## src/rtl/neuron_mac_seq.sv

```systemverilog
// neuron_mac_seq: drives the shared weight/input BRAM address, multiplies the
// negedge-registered read data pairwise and accumulates N signed Q8.8 products.
// Emits one saturated Q8.8 result with a single-cycle DONE per accepted START.
module neuron_mac_seq #(
   parameter int unsigned N_WEIGHTS = 28,
   parameter int unsigned ADDR_W    = 5,
   parameter int unsigned DATA_W    = 16,
   parameter int unsigned FRAC      = 8,
   parameter int unsigned ACC_W     = 40
) (
   input  logic              CLK,
   input  logic              RST,
   input  logic              START,
   output logic [ADDR_W-1:0] W_ADDR,
   output logic              W_EN,
   output logic              W_WE,
   input  logic [DATA_W-1:0] W_DO,
   input  logic [DATA_W-1:0] X_DO,
   output logic [DATA_W-1:0] Y,
   output logic              DONE,
   output logic              BUSY
);

   localparam int unsigned PROD_W = 2 * DATA_W;
   localparam logic [ADDR_W-1:0] LAST_ADDR = ADDR_W'(N_WEIGHTS - 1);
   localparam logic signed [ACC_W-1:0] SAT_MAX =
      $signed({{(ACC_W - DATA_W + 1){1'b0}}, {(DATA_W - 1){1'b1}}});
   localparam logic signed [ACC_W-1:0] SAT_MIN =
      $signed({{(ACC_W - DATA_W + 1){1'b1}}, {(DATA_W - 1){1'b0}}});

   typedef enum logic [1:0] {StIdle, StFetch, StDrain, StOut} state_t;

   state_t                    state_q, state_d;
   logic [ADDR_W-1:0]         addr_q, addr_d;
   logic                      en_q, en_d;
   logic                      busy_q, busy_d;
   logic                      done_q, done_d;
   logic [DATA_W-1:0]         y_q, y_d;
   logic signed [PROD_W-1:0]  prod_q, prod_d;
   logic signed [ACC_W-1:0]   acc_q, acc_d;

   logic signed [PROD_W-1:0]  w_ext, x_ext;
   logic signed [ACC_W-1:0]   prod_ext;
   logic signed [ACC_W-1:0]   shifted;

   // Read port is never written from this block.
   assign W_WE   = 1'b0;
   assign W_ADDR = addr_q;
   assign W_EN   = en_q;
   assign BUSY   = busy_q;
   assign DONE   = done_q;
   assign Y      = y_q;

   // Operand extension, product sign extension and output scaling.
   always_comb begin
      w_ext    = $signed({{DATA_W{W_DO[DATA_W-1]}}, W_DO});
      x_ext    = $signed({{DATA_W{X_DO[DATA_W-1]}}, X_DO});
      prod_ext = $signed({{(ACC_W - PROD_W){prod_q[PROD_W-1]}}, prod_q});
      // Arithmetic shift floors toward -inf; no rounding.
      shifted  = acc_q >>> FRAC;
   end

   // Next-state and datapath update for the sequencer.
   always_comb begin
      state_d = state_q;
      addr_d  = addr_q;
      en_d    = en_q;
      busy_d  = busy_q;
      done_d  = 1'b0;
      y_d     = y_q;
      prod_d  = prod_q;
      acc_d   = acc_q;
      unique case (state_q)
         StIdle: begin
            if (START) begin
               state_d = StFetch;
               addr_d  = '0;
               en_d    = 1'b1;
               busy_d  = 1'b1;
               acc_d   = '0;
               // Clearing P makes the first FETCH accumulate zero.
               prod_d  = '0;
            end
         end
         StFetch: begin
            prod_d = w_ext * x_ext;
            acc_d  = acc_q + prod_ext;
            if (addr_q == LAST_ADDR) begin
               en_d    = 1'b0;
               state_d = StDrain;
            end else begin
               addr_d = addr_q + 1'b1;
            end
         end
         StDrain: begin
            acc_d   = acc_q + prod_ext;
            state_d = StOut;
         end
         StOut: begin
            if (shifted > SAT_MAX) begin
               y_d = {1'b0, {(DATA_W - 1){1'b1}}};
            end else if (shifted < SAT_MIN) begin
               y_d = {1'b1, {(DATA_W - 1){1'b0}}};
            end else begin
               y_d = shifted[DATA_W-1:0];
            end
            done_d  = 1'b1;
            busy_d  = 1'b0;
            state_d = StIdle;
         end
      endcase
   end

   // State and datapath registers with synchronous reset.
   always_ff @(posedge CLK) begin
      if (RST) begin
         state_q <= StIdle;
         addr_q  <= '0;
         en_q    <= 1'b0;
         busy_q  <= 1'b0;
         done_q  <= 1'b0;
         y_q     <= '0;
         prod_q  <= '0;
         acc_q   <= '0;
      end else begin
         state_q <= state_d;
         addr_q  <= addr_d;
         en_q    <= en_d;
         busy_q  <= busy_d;
         done_q  <= done_d;
         y_q     <= y_d;
         prod_q  <= prod_d;
         acc_q   <= acc_d;
      end
   end

endmodule

```

## config.mk

```make
export PLATFORM = sky130hd
export DESIGN_NAME = neuron_mac_seq
export DESIGN_NICKNAME = d
export VERILOG_FILES = /design/src/rtl/neuron_mac_seq.sv
export SDC_FILE = /design/constraint.sdc
export NUM_CORES = 1
export LEC_CHECK = 0
export ABC_AREA = 1
export CAP_MARGIN = 5
export CORE_UTILIZATION = 60
export DETAILED_ROUTE_END_ITERATION = 7
export DONT_BUFFER_PORTS = 1
export PLACE_DENSITY = 0.85
export SETUP_SLACK_MARGIN = 0.4
export SLEW_MARGIN = 0
export SYNTH_ARGS = -nofsm -noshare
export SYNTH_HDL_FRONTEND = slang
export SYNTH_SLANG_ARGS = --single-unit
```

## constraint.sdc

```tcl
create_clock -name CLK -period 10.8 [get_ports CLK]
set_input_delay 2.16 -clock CLK [delete_from_list [all_inputs] [get_ports CLK]]
set_output_delay 2.16 -clock CLK [all_outputs]
set_load 0.05 [all_outputs]
```

==> metrics.yaml, run 1 <==
status:
  status: "complete, no violations"
cts:
  clk_pin_slew_ns: 0.08
  cts.sinks: 98
  cts_resized: 0
  clk_latency_ns: 0.36
  cts_tree: "yes"
  cts-buffers-inserted: 9
  cts_setup_buffers: 0
  ctsHtreeMaxLevel: 3
  postCtsHoldBufs: 0
  cts_buffer_depth: 2
  cts-root-buf: "clkbuf_16"
grt:
  grt_pass1_wl_microns: 77050
  grt_overflow: 0
  grt_antenna_before_repair: 0
  grt_usage: 0.3171
  grt_pass1_vias: 16060
  grt_max_degree: 94
critical_path:
  r2r-start: "prod_q[0]$_SDFFE_PP0P_"
  path_class: "in -> reg"
  cp_data_required_time_ns: 11.10
  cp_max_fo: 16
  cp-end-kind: "register"
  cp-start-kind: "input pin"
  arrival_ns: 7.44
  worstSetupStartpoint: "X_DO[1]"
yosys:
  synth.top_cell.area_share: 0.2971
  synth_area_per_cell_sq_um: 6.874
  synth_most_common_cell: "nand2_1"
  ys.warnings.count: 0
  synth_area_leaders: "fa_1 (30%), nand2_1 (16%), inv_1 (13%)"
  ys.flop_type: "dfxtp_1"
  ys_top_cells_by_count: "nand2_1 (773), inv_1 (618), fa_1 (263)"
  seq_area_frac_synth: 0.1107
  ys_seq_elements: 98
  async_flop_share: 0
  synthesis.nets: 3002
  netlist_instances: 2578
  synth_top_cell_by_area: "fa_1"
  syn_area_sq_um: 17720
  yosysUniqueCellTypes: 44
  synth_edf_count: 0
sta:
  drv_slew: 0
  timing.setup.tns_ns: 0
  finalCritPeriodShare: 0.6620
  final.setup_skew_ns: 0.01284
  worst_pin_slew_ns: 1.039
  slew_headroom: 0.3063
  period_needed_ns: 7.149
  setup_viol: 0
  fmax_ghz: 0.1399
  rsz0062_at_grt: "no"
  hold_viol: 0
die:
  start_util: 0.6141
  io_pins: 60
  rows: 62
  die-area_sq_um: 30230
  design.core.area_sq_um: 28860
  die_w_microns: 173.9
  fp.dieH_microns: 173.9
final_layout:
  drive_gt1_frac: 0.05337
  diodes: 0
  fin_nets: 2930
  area_growth_pct: 2.676
  final_cells: 2895
place:
  dp.cells: 2879
  gp_congestion: 0.9696
  dpl.hpwl_microns: 37620
  io_buffer_count: 0
route:
  drt_first_pass_iters: 6
  first_iter_violations: 1400
  drc: 0
  wl_per_cell_microns: 15.69
  postRouteAntennaNets: 0
  wl_microns: 45410
  vias: 15530
  via_per_inst: 5.364
min_path:
  hp-start: "prod_q[16]$_SDFFE_PP0P_"
  hp-class: "reg -> reg"
job:
  cap_violations: 0
## through the flow
| stage | instance area, sq um | hold WS (ns) | util | setup WS [ns] |
|---|---|---|---|---|
| after global placement | 17880 | 0.4459 | 0.6195 | 3.385 |
| after global routing | 18200 | 0.4951 | 0.6305 | 3.324 |
| final | 18200 | 0.4717 | 0.6305 | 3.651 |
| after detailed placement | 17880 | 0.4578 | 0.6195 | 3.306 |
| after CTS | 18200 | 0.4691 | 0.6305 | 3.668 |
| after floorplan | 17720 | 0.4438 | - | 3.454 |
## placed cells by master, fill, tap and decap left out, types with 8 or more instances in the layout
cell type | synthesis | routed
a21oi_2 | 12 | 12
nor2_4 | 9 | 9
inv_2 | 15 | 15
dfxtp_1 | 98 | 98
nor2_2 | 21 | 21
ha_1 | 126 | 126
inv_1 | 618 | 618
nand2_1 | 773 | 773
xor2_1 | 8 | 8
nand2_2 | 38 | 38
nand3b_1 | 19 | 19
nand4_1 | 23 | 23
clkbuf_16 | 0 | 9
nand3_1 | 86 | 86
a21oi_1 | 156 | 156
or2_2 | 8 | 8
nor2_1 | 114 | 114
fa_1 | 263 | 263
o21ai_0 | 49 | 49
## area by class of cell
cell class	instances	area (sq um)
multi-input combinational	1757	13030
fill	2599	10660
inverter	639	2399
sequential	98	1962
tap	384	480.5
clock buffer	9	225.2
clock inverter	7	93.84
timing repair buffer	1	7.507
## registers in the layout, summed over array words and instances (netlist names)
signal	flops
state_q	2
W_ADDR	5
acc_q	40
BUSY	1
Y	16
DONE	1
W_EN	1
prod_q	32
## logic make-up after synthesis
| group | Yosys count | share of synthesized area |
|---|---|---|
| fa+ha+maj | 389 | 0.3861 |
| buf+inv | 723 | 0.1541 |
| simple gates | 1114 | 0.2685 |
| compound gates | 241 | 0.07442 |
| other cells | 1 | 0.0002116 |
| flops | 98 | 0.1107 |
| xor+xnor | 12 | 0.005931 |
## final timing paths
check / slack, ns / to / depth (start not counted)
worst max-delay path: 3.65 / prod_q[27]$_SDFFE_PP0P_ / 19
worst min-delay path: 0.47 / prod_q[16]$_SDFFE_PP0P_ / 2
worst max register to register: 8.08 / acc_q[28]$_SDFFE_PP0P_ / 14
worst min register to register: 0.47 / prod_q[16]$_SDFFE_PP0P_ / 2
## layer usage
layer / GRT usage / wire [microns] / vias up
met4: 0.1020 / 1446 / 0
met1: 0.4240 / 19340 / 7333
li1: - / - / 7480
met3: 0.04496 / 3296 / 107
met2: 0.5305 / 21320 / 609
met5: 0 / 0 / -
## critical path, stage by stage
cell and delay (ns):
nand2_1 0.11, inv_1 0.10, fa_1 0.64, fa_1 0.89, fa_1 0.53, fa_1 0.50
fa_1 0.49, inv_1 0.05, fa_1 0.47, inv_1 0.04, ha_1 0.35, nand2_1 0.12
nor2_1 0.18, inv_1 0.09, nor3_1 0.22, nand3_1 0.15, nand4_1 0.12, nand3_1 0.09
a21oi_1 0.14
Power of run 1 is not shown: default switching activity piles up to over one toggle a cycle in this logic, so the estimate is an artifact.
==> inputs of run 2 (changes only) <==
==> constraint.sdc (replaced) <==
create_clock -name CLK -period 6.8 [get_ports CLK]
set_input_delay 1.36 -clock CLK [delete_from_list [all_inputs] [get_ports CLK]]
set_output_delay 1.36 -clock CLK [all_outputs]
set_load 0.05 [all_outputs]
==> metrics.yaml, run 2 (synthesis gave the netlist of run 1 again) <==
status:
  status: "complete, no violations"
critical_path:
  arrival_ns: 6.48  # -0.96 ns
  crit_family: "adder cells"
  cp-end-kind: "register"
  path_class: "in -> reg"
  cp_data_required_time_ns: 7.09  # -4.01 ns
  critPathBufInv: 5  # +1
  cp-start-kind: "input pin"
  cp_max_fo: 5  # -11
  crit_slowest_cell: "fa_1"
  worstPathCellList: "inv_1 > or2_2 > fa_1 > fa_1 > inv_1 > fa_1 > fa_1 > fa_1 > inv_1 > fa_1 > inv_1 > ha_1 > nand2_2 > nor2_2 > inv_2 > nor3_2 > nand3_1 > nand4_1 > nand3_1 > a21oi_1"
  path_common_cell: "fa_1"
  slowest_delay_ns: 0.55  # -0.34 ns
route:
  vias: 15580  # +0.33%
  drc: 0  # unchanged
  wl_microns: 45440  # about the same
  wl_per_cell_microns: 15.67  # -0.12%
  drt_first_pass_iters: 6  # unchanged
  first_iter_violations: 1245  # -11%
  postRouteAntennaNets: 0  # unchanged
  via_per_inst: 5.372  # +0.16%
final_layout:
  final_common_cell: "nand2_1"
  final_cell_mix: "nand2_1 (773), inv_1 (618), fa_1 (261)"
  largest_reg_flops: 40  # unchanged
  diodes: 0  # unchanged
  largest_register: "acc_q"
  final_cells: 2900  # +0.17%
  fin_nets: 2935  # +0.17%
  area_growth_pct: 2.987
  nFillCells: 2597  # -0.077%
  drive_gt1_frac: 0.05723  # +0.003869
cts:
  cts-buffers-inserted: 9  # unchanged
  ctsHtreeMaxLevel: 3  # unchanged
  cts_tree: "yes"
  postCtsHoldBufs: 0  # unchanged
  clk_latency_ns: 0.37  # about the same
  clk_pin_slew_ns: 0.07  # about the same
  cts_buffer_depth: 2  # unchanged
  cts.sinks: 98  # unchanged
  cts-root-buf: "clkbuf_16"
sta:
  worst_slack_ns: 0.6145  # -3.036 ns
  slew_headroom: 0.3492  # +0.04291
  fmax_ghz: 0.1617
  period_needed_ns: 6.185
  final.setup_skew_ns: 0.01543  # +0.002594 ns
  timing.setup.tns_ns: 0  # unchanged
  hold_viol: 0  # unchanged
  whs_ns: 0.4691  # -0.002580 ns
  rsz0062_at_grt: "no"
  drv_slew: 0  # unchanged
  setup_viol: 0  # unchanged
  worst_pin_slew_ns: 0.9751  # -0.06429 ns
  finalCritPeriodShare: 0.9096
die:
  rows: 62  # unchanged
  design.core.area_sq_um: 28860  # unchanged
  die_w_microns: 173.9  # unchanged
  start_util: 0.6141  # unchanged
  die-area_sq_um: 30230  # unchanged
  io_pins: 60  # unchanged
  fp.dieH_microns: 173.9  # unchanged
place:
  dp.cells: 2883  # +0.14%
  io_buffer_count: 0  # unchanged
  pre_cts_ws_ns: 0.1285  # -3.178 ns
  dpl.hpwl_microns: 37390  # -0.62%
  gp_congestion: 0.9692  # about the same
grt:
  grt_usage: 0.3153  # -0.001820
  grt_max_degree: 94  # unchanged
  grt_pass1_wl_microns: 76600  # -0.59%
  grt_pass1_vias: 15920  # -0.85%
  grt_overflow: 0  # unchanged
  grt_antenna_before_repair: 0  # unchanged
job:
  cap_violations: 0  # unchanged
min_path:
  hp-class: "reg -> reg"
run 2: changes by cell type in the layout (fill, tap and decap cells not counted), sizes merged:
cell and change:
buf +5, clkinvlp -1, inv +1
run 2: final cells by class:
cell class | count | area, sq um | area share
well taps | 384 | 480.5 | 0.02633
clock inverters | 7 | 92.59 | 0.005073
clock buffers | 9 | 225.2 | 0.01234
repair buffers | 6 | 48.80 | 0.002674
inverters | 639 | 2399 | 0.1314
flip-flops and latches | 98 | 1962 | 0.1075
multi-input cells | 1757 | 13040 | 0.7147
run 2: final timing paths:
path / depth (start not counted) / slack, ns / end / from
max: 20 / 0.61 / prod_q[27]$_SDFFE_PP0P_ / X_DO[15]
min: 2 / 0.47 / prod_q[17]$_SDFFE_PP0P_ / prod_q[17]$_SDFFE_PP0P_
max reg2reg: 14 / 4.05 / acc_q[28]$_SDFFE_PP0P_ / prod_q[0]$_SDFFE_PP0P_
min reg2reg: 2 / 0.47 / prod_q[17]$_SDFFE_PP0P_ / prod_q[17]$_SDFFE_PP0P_
run 2: layer usage:
layer	track usage	wire length, microns	vias to the layer above
met5	0	0	-
met4	0.09101	1398	0
met3	0.04539	3518	111
met2	0.5325	21420	647
met1	0.4209	19100	7350
li1	-	-	7472
run 2: per-stage QoR:
| step | utilization | cell area, sq um |
|---|---|---|
| after floorplan | - | 17750 |
| after global placement | 0.6206 | 17910 |
| after detailed placement | 0.6206 | 17910 |
| after CTS | 0.6316 | 18230 |
| after global routing | 0.6324 | 18250 |
| final | 0.6324 | 18250 |
run 2: worst min-delay path: stages (launching register included):
cell	delay, ns
dfxtp_1	0.32
nand2_1	0.06
a21oi_1	0.05
run 2: timing repair:
action / in CTS / in global routing
setup buffers: 0 / 1
setup endpoints to repair: 0 / 10
gates resized for setup: 0 / 6
Power of run 2 is left out for the same reason.
==> inputs of run 3 (changes only) <==
--- a/config.mk
+++ b/config.mk
@@ -6,7 +6,7 @@
 export NUM_CORES = 1
 export LEC_CHECK = 0
 export ABC_AREA = 1
-export CAP_MARGIN = 5
+export CAP_MARGIN = 20
 export CORE_UTILIZATION = 60
 export DETAILED_ROUTE_END_ITERATION = 7
 export DONT_BUFFER_PORTS = 1
==> results of run 3 <==
The final DEF is identical to that of run 2; final timing and power are the same.
Power of run 3 is left out for the same reason.
